`src/rtl/jb_iq_gain_sched.sv`:
```
// Per-user IQ gain scheduler: shadow/active gain banks swapped at frame boundaries.
// Optional macro JB_GAIN_SCHED_RAMP_EN ramps the fraction gain toward the new value per beat.
module jb_iq_gain_sched #(
    parameter int                   PRECISION  = 16,
    parameter int                   SCALER_BW  = 4,
    parameter int                   USR_ID_BW  = 2,
    parameter int                   IDLE_TO    = 64,
    parameter logic [PRECISION-1:0] RESET_FRAC = 'h7FFF,
    parameter logic [PRECISION-1:0] RAMP_STEP  = 'h0100
) (
    input  logic                 clk,
    input  logic                 rst,
    input  logic                 clk_en,
    input  logic                 cfg_wr_en,
    input  logic [USR_ID_BW-1:0] cfg_wr_usr,
    input  logic                 cfg_wr_sign,
    input  logic [SCALER_BW-1:0] cfg_wr_scaler,
    input  logic [PRECISION-1:0] cfg_wr_frac,
    input  logic                 cfg_commit,
    output logic                 cfg_wr_err,
    output logic                 cfg_busy,
    output logic                 commit_done,
    input  logic                 in_tvalid,
    input  logic                 in_tlast,
    input  logic [USR_ID_BW-1:0] in_tuser,
    output logic                 scaler_gain_sign,
    output logic [SCALER_BW-1:0] scaler_gain,
    output logic [PRECISION-1:0] fraction_gain
);

    localparam int NUSR = 1 << USR_ID_BW;
    localparam int CW   = $clog2(IDLE_TO + 1);

`ifdef JB_GAIN_SCHED_RAMP_EN
    typedef enum logic [1:0] {IDLE, ARMED, SWAP, RAMP} state_t;
`else
    typedef enum logic [1:0] {IDLE, ARMED, SWAP} state_t;
`endif

    state_t state_q, state_d;
    logic [CW-1:0] cnt_q, cnt_d;
    logic err_q, err_d;
    logic done_q, done_d;

    logic                 sh_sign_q [NUSR];
    logic                 sh_sign_d [NUSR];
    logic [SCALER_BW-1:0] sh_scl_q  [NUSR];
    logic [SCALER_BW-1:0] sh_scl_d  [NUSR];
    logic [PRECISION-1:0] sh_frac_q [NUSR];
    logic [PRECISION-1:0] sh_frac_d [NUSR];
    logic                 ac_sign_q [NUSR];
    logic                 ac_sign_d [NUSR];
    logic [SCALER_BW-1:0] ac_scl_q  [NUSR];
    logic [SCALER_BW-1:0] ac_scl_d  [NUSR];
    logic [PRECISION-1:0] ac_frac_q [NUSR];
    logic [PRECISION-1:0] ac_frac_d [NUSR];

    logic idle_hit;
    logic boundary;
    logic all_eq;

    // Idle timeout counts only idle enabled cycles; a valid beat restarts it.
    assign idle_hit = !in_tvalid && (int'(cnt_q) + 1 >= IDLE_TO);
    assign boundary = (in_tvalid && in_tlast) || idle_hit;

`ifdef JB_GAIN_SCHED_RAMP_EN
    logic [PRECISION-1:0] tg_q [NUSR];
    logic [PRECISION-1:0] tg_d [NUSR];

    function automatic logic [PRECISION-1:0] ramp_f(
        input logic [PRECISION-1:0] a,
        input logic [PRECISION-1:0] t
    );
        logic [PRECISION:0] s;
        s = {1'b0, a} + {1'b0, RAMP_STEP};
        if (a < t)
            ramp_f = (s >= {1'b0, t}) ? t : s[PRECISION-1:0];
        else
            ramp_f = (a - t <= RAMP_STEP) ? t : a - RAMP_STEP;
    endfunction

    always_comb begin
        all_eq = 1'b1;
        for (int u = 0; u < NUSR; u++)
            if (ac_frac_q[u] != tg_q[u]) all_eq = 1'b0;
    end
`else
    assign all_eq = 1'b1;
`endif

    always_ff @(posedge clk or posedge rst) begin
        if (rst) state_q <= IDLE;
        else     state_q <= state_d;
    end

    always_comb begin
        state_d = state_q;
        if (clk_en) begin
            unique case (state_q)
                IDLE:  if (cfg_commit) state_d = ARMED;
                ARMED: if (boundary)   state_d = SWAP;
`ifdef JB_GAIN_SCHED_RAMP_EN
                SWAP:  state_d = RAMP;
                RAMP:  if (all_eq)     state_d = IDLE;
`else
                SWAP:  state_d = IDLE;
`endif
                default: state_d = IDLE;
            endcase
        end
    end

    always_comb begin
        cfg_busy         = (state_q != IDLE);
        cfg_wr_err       = err_q;
        commit_done      = done_q;
        scaler_gain_sign = ac_sign_q[in_tuser];
        scaler_gain      = ac_scl_q[in_tuser];
        fraction_gain    = ac_frac_q[in_tuser];
    end

    always_comb begin
        cnt_d     = cnt_q;
        err_d     = err_q;
        done_d    = done_q;
        sh_sign_d = sh_sign_q;
        sh_scl_d  = sh_scl_q;
        sh_frac_d = sh_frac_q;
        ac_sign_d = ac_sign_q;
        ac_scl_d  = ac_scl_q;
        ac_frac_d = ac_frac_q;
`ifdef JB_GAIN_SCHED_RAMP_EN
        tg_d      = tg_q;
`endif
        if (clk_en) begin
            err_d  = (cfg_wr_en || cfg_commit) && (state_q != IDLE);
            done_d = (state_q != IDLE) && (state_q != ARMED) && (state_d == IDLE);
            if (in_tvalid || (state_q == IDLE && cfg_commit))
                cnt_d = '0;
            else if (!idle_hit)
                cnt_d = cnt_q + CW'(1);
            if (state_q == IDLE && cfg_wr_en) begin
                sh_sign_d[cfg_wr_usr] = cfg_wr_sign;
                sh_scl_d[cfg_wr_usr]  = cfg_wr_scaler;
                sh_frac_d[cfg_wr_usr] = cfg_wr_frac;
            end
            // Copy on the boundary edge so the very next beat sees new gains.
            if (state_q == ARMED && boundary) begin
                for (int u = 0; u < NUSR; u++) begin
                    ac_sign_d[u] = sh_sign_q[u];
                    ac_scl_d[u]  = sh_scl_q[u];
`ifdef JB_GAIN_SCHED_RAMP_EN
                    tg_d[u]      = sh_frac_q[u];
`else
                    ac_frac_d[u] = sh_frac_q[u];
`endif
                end
            end
`ifdef JB_GAIN_SCHED_RAMP_EN
            if (state_q == RAMP && in_tvalid)
                ac_frac_d[in_tuser] = ramp_f(ac_frac_q[in_tuser], tg_q[in_tuser]);
`endif
        end
    end

    always_ff @(posedge clk or posedge rst) begin
        if (rst) begin
            cnt_q  <= '0;
            err_q  <= 1'b0;
            done_q <= 1'b0;
            for (int u = 0; u < NUSR; u++) begin
                sh_sign_q[u] <= 1'b0;
                sh_scl_q[u]  <= '0;
                sh_frac_q[u] <= RESET_FRAC;
                ac_sign_q[u] <= 1'b0;
                ac_scl_q[u]  <= '0;
                ac_frac_q[u] <= RESET_FRAC;
`ifdef JB_GAIN_SCHED_RAMP_EN
                tg_q[u]      <= RESET_FRAC;
`endif
            end
        end else begin
            cnt_q     <= cnt_d;
            err_q     <= err_d;
            done_q    <= done_d;
            sh_sign_q <= sh_sign_d;
            sh_scl_q  <= sh_scl_d;
            sh_frac_q <= sh_frac_d;
            ac_sign_q <= ac_sign_d;
            ac_scl_q  <= ac_scl_d;
            ac_frac_q <= ac_frac_d;
`ifdef JB_GAIN_SCHED_RAMP_EN
            tg_q      <= tg_d;
`endif
        end
    end

endmodule

```
`config.mk`:
```
export PLATFORM = sky130hd
export DESIGN_NAME = jb_iq_gain_sched
export DESIGN_NICKNAME = d
export VERILOG_FILES = /design/src/rtl/jb_iq_gain_sched.sv
export SDC_FILE = /design/constraint.sdc
export NUM_CORES = 1
export LEC_CHECK = 0
export CAP_MARGIN = 20
export CELL_PAD_IN_SITES_DETAIL_PLACEMENT = 1
export CELL_PAD_IN_SITES_GLOBAL_PLACEMENT = 2
export CORE_UTILIZATION = 28
export DETAILED_ROUTE_END_ITERATION = 7
export GPL_TIMING_DRIVEN = 0
export HOLD_SLACK_MARGIN = 0.02
export PLACE_DENSITY_LB_ADDON = 0.1
export REMOVE_ABC_BUFFERS = 1
export SYNTH_ARGS = -nofsm -noshare
export SYNTH_HDL_FRONTEND = slang
export SYNTH_SLANG_ARGS = --single-unit
```
`constraint.sdc`:
```
create_clock -name clk -period 7.34 [get_ports clk]
set_clock_uncertainty 0.05 [all_clocks]
set_input_delay 1.101 -clock clk [delete_from_list [all_inputs] [get_ports clk]]
set_output_delay 1.101 -clock clk [all_outputs]
set_load 0.005 [all_outputs]
```
After elaboration in Yosys (flattened, before gate mapping)
Cells that the tools add are included.
{ "word_totals": {"register_bits": 179, "input_bits": 32} }
{ "classes": {"n_addsub": 2, "n_bitwise": 2, "order_cmp": 4, "n_eq_ne": 3, "mux": 24, "n_reduce_logical": 19} }
{ "op_table": {"columns": ["cell", "n"], "rows": [
  ["$bwmux W64", 1],
  ["$mux W16", 3],
  ["$bmux W16 S2", 1],
  ["$demux W16 S2", 1],
  ["$bwmux W16", 1],
  ["$mux W7", 2],
  ["$mux W4", 3],
  ["$logic_and A1 B1 Y1", 9],
  ["$add A7 B1 Y8 const B", 1],
  ["$bmux W4 S2", 1],
  ["$demux W4 S2", 1],
  ["$ge A8 B7 Y1 const B", 1],
  ["$add A7 B1 Y7 const B", 1],
  ["$ge A3 B3 Y1 const B", 2],
  ["$mux W2", 3],
  ["$not A2 Y3", 2],
  ["$reduce_and A2 Y1", 3],
  ["$bwmux W4", 1],
  ["$logic_not A2 Y1", 2],
  ["$ne A2 B1 Y1 const B", 2],
  ["$pmux W2 S2", 1],
  ["$logic_or A1 B1 Y1", 3],
  ["$lt A3 B1 Y1 const B", 1],
  ["$mux W1", 3],
  ["other kinds (5)", 5]
]} }

Logic depth before layout (Yosys ltp)
{ "depth": {"depth_word": 9, "ltp_mapped": 7, "depth_no_buf": 5} }

Least setup slack after synthesis
No wires, ideal clock.
{ "synth_timing": {"path_type": "input to output", "from": "input in_tuser[0]", "to": "output fraction_gain[0]", "path_buffers": 1, "slack_ps": 4279, "stages": 2, "t_arrival_ps": 1910, "required_time_ps": 6189, "cell_sequence": "buf_2 mux4_2"} }
{ "synth_between": {"elab_chain_cells": 4} }
{ "synth_lines": {"columns": ["item", "line_no", "rtl"], "rows": [
  ["from (decl)", "25", "input logic [USR_ID_BW-1:0] in_tuser,"],
  ["$not A2 Y3 (implied by the code)", "119", "fraction_gain = ac_frac_q[in_tuser];"],
  ["$bmux W16 S2", "119", null],
  ["$mux W16 (implied by the code) (2 in series)", "119", null],
  ["to (decl)", "28", "output logic [PRECISION-1:0] fraction_gain"]
]} }
No other way between the ends. The select of a mux whose other input is x is not followed.

Final worst setup path
{ "layout_timing": {"from": "input in_tuser[0]", "to": "output fraction_gain[11]"} }
Same word-level chain as after synthesis.

==> flow_metrics.tcl <==
set metrics [dict create \
    setup_viol 0 \
    hpwl_um 9520 \
    min_path_cells 1 \
    arrival_ps 2720 \
    io_buffers 55 \
    cp_max_fo 12 \
    clock-root-buffer "clkbuf_16" \
    fin_hold_ws_ps 456 \
    synth_top_area_cell "dfstp_2" \
    nets 543 \
    r2r_slack_ps 4830 \
    fin_tns_setup_ps 0 \
    die_area_um2 28200 \
    antenna_found_initial 0 \
    coreArea_um2 27000 \
    drtIter0Drc 108 \
    rr_startpoint "cnt_q[0]" \
    p_leak_nw 3.89 \
    clock_latency_ps 430 \
    antenna_left 0 \
    rsz0062_at_grt "false" \
    cts_made_buffers 17 \
    ys_async_sr_fraction 1.00 \
    stdcell_area_um2 9210 \
    initial_utilization 0.286 \
    min_period_over_period 0.528 \
    first_global_vias 4561 \
    wirelength_um 16100 \
    postSynthAreaPerCell_um2 17.0 \
    drive_gt1_frac 0.683 \
    netlist_instances 453 \
    cts_setup_buffers 0 \
    die_x_um 168 \
    yosysTopAreaCellShare 0.409 \
    critical_path_class "in2out" \
    drcViolationCount 0 \
    rows 60 \
    grt_start_max_net_pins 123 \
    grt_use_total 0.127 \
    ff2ff_path_depth 6 \
    drtPass1Iterations 4 \
    die_y_um 168 \
    ys_types 35 \
    worstSetupStartpointType "input pin" \
    cts_tree "yes" \
    diodes 0 \
    wl_per_cell_um 18.7 \
    ir_worst_vdd_mv 0.157 \
    final-max-slew-violation-count 0 \
    synth-edff-count 0 \
    max_slew_margin 0.461 \
    min_path_type "reg2reg" \
    hold_viol 0 \
    worstMarginPinSlew_ps 808 \
    worst_ep_required_time_ps 6190 \
    cts_resized 0 \
    post-route-min-period_ps 3880 \
    yosysWarnings 0 \
    place.gp.congestion 0.673 \
    vias 3974 \
    grt_pass1_wl_um 26900 \
    p_per_area_nw_per_um2 394 \
    overflow 0 \
    drv_cap 0 \
    post_dp_cell_area_um2 8660 \
    cts_sinks 179 \
    io_pins 56 \
    cts-hold-fix-buffers 0 \
    htree_levels 4 \
    max_freq_mhz 258 \
    yosysSeqAreaShare 0.601 \
    via_per_inst 4.60 \
    status "finished clean" \
    areaGrowthSynthToFinish_pct 19.6 \
    synth.area.top_cells "dfstp_2, dfrtp_1, mux2_2, mux2_4, mux4_2" \
    timing.final.ws_setup_ps 3460 \
    clk_pin_slew_ps 60 \
    pre_cts_slack_ps 3390 \
    min_from "sh_scl_q[7]" \
    whs_endpoint "ac_scl_q[7]" \
    synth_seq_cells 179 \
    ys.flop_type "dfstp_2" \
    synth_area_um2 7700 \
    end_kind "primary output" \
    clockBufferDepth 2 \
    r2r-end "ac_scl_q[12]" \
]
-- layout by cell type (no fill, tap or decap), types with 3 or more instances in the layout --
master and instances:
clkbuf_16 17, clkdlybuf4s50_1 53, clkinv_4 4, mux2_2 120, dfrtp_1 59, clkinvlp_4 4
and4b_1 3, mux2_4 49, mux4_2 21, o21ai_0 6, buf_12 4, a21oi_1 3
dfstp_2 120, nand2_1 10, inv_1 5, mux2i_1 4, or2_2 3
-- per-stage QoR --
| step | std cells | total power [mW] | util |
|---|---|---|---|
| 2_1_floorplan | 431 | 2.48 | - |
| 3_3_place_gp | 827 | 2.76 | 0.317 |
| 3_5_place_dp | 832 | 2.81 | 0.321 |
| 4_1_cts | 864 | 3.70 | 0.342 |
| 5_1_grt | 864 | 3.86 | 0.342 |
| 6_report | 864 | 3.63 | 0.342 |
-- report_power, final --
part	total [mW]	switching (mW)	internal [mW]	leakage [nW]
Combinational	0.884	0.253	0.631	1.62
Sequential	1.89	0.230	1.66	2.01
Clock	0.856	0.410	0.446	0.258
-- critical path, cell delays in order --
cell and delay [ps]:
buf_2 360, buf_12 240, mux4_2 550, clkdlybuf4s50_1 460
-- layout make-up --
cell class                      count  area, um^2
Tap cell                          341         427
Fill cell                        2693       17700
Timing Repair Buffer               60         648
Inverter                            6        30.0
Clock buffer                       18         439
Multi-Input combinational cell    246        2930
Clock inverter                     14         108
Sequential cell                   179        4630
-- Yosys cell counts (all sizes together), types with 4 or more instances --
library cell    n
mux2          169
dfstp         120
dfrtp          59
mux4           21
buf            11
clkbuf         11
nand2          11
inv             6
o21ai           6
mux2i           4
-- cells by family after synthesis --
group,synth area share
compound gates,0.0123
fa+ha+maj,0.00162
buf+inv,0.0198
flops,0.601
mux,0.338
simple gates,0.0273
-- state kept, by name, summed over array words and instances (netlist names), 2 cells and up --
name	flops
sh_scl_q	16
sh_sign_q	4
sh_frac_q	64
cnt_q	7
ac_scl_q	16
ac_sign_q	4
state_q	2
ac_frac_q	64
-- how the worst max path moves through the flow --
stage	startpoint	endpoint	depth (start not counted)
global placement	rst	ac_sign_q[3]	2
global route	in_tuser[0]	fraction_gain[11]	4
detailed placement	in_tuser[0]	fraction_gain[9]	4
finish	in_tuser[0]	fraction_gain[11]	4
floorplan	rst	ac_frac_q[15]	1
CTS	in_tuser[0]	fraction_gain[9]	4
-- per-layer routing --
layer	part of all wire	vias up	wire length, um	global-route usage
met5	0	-	0	0
met4	0.0097	0	157	0.0419
met3	0.025	12	400	0.0277
met2	0.47	54	7620	0.196
met1	0.49	2153	7960	0.176
li1	-	1755	-	-
Power figures use the tool's default switching activity.
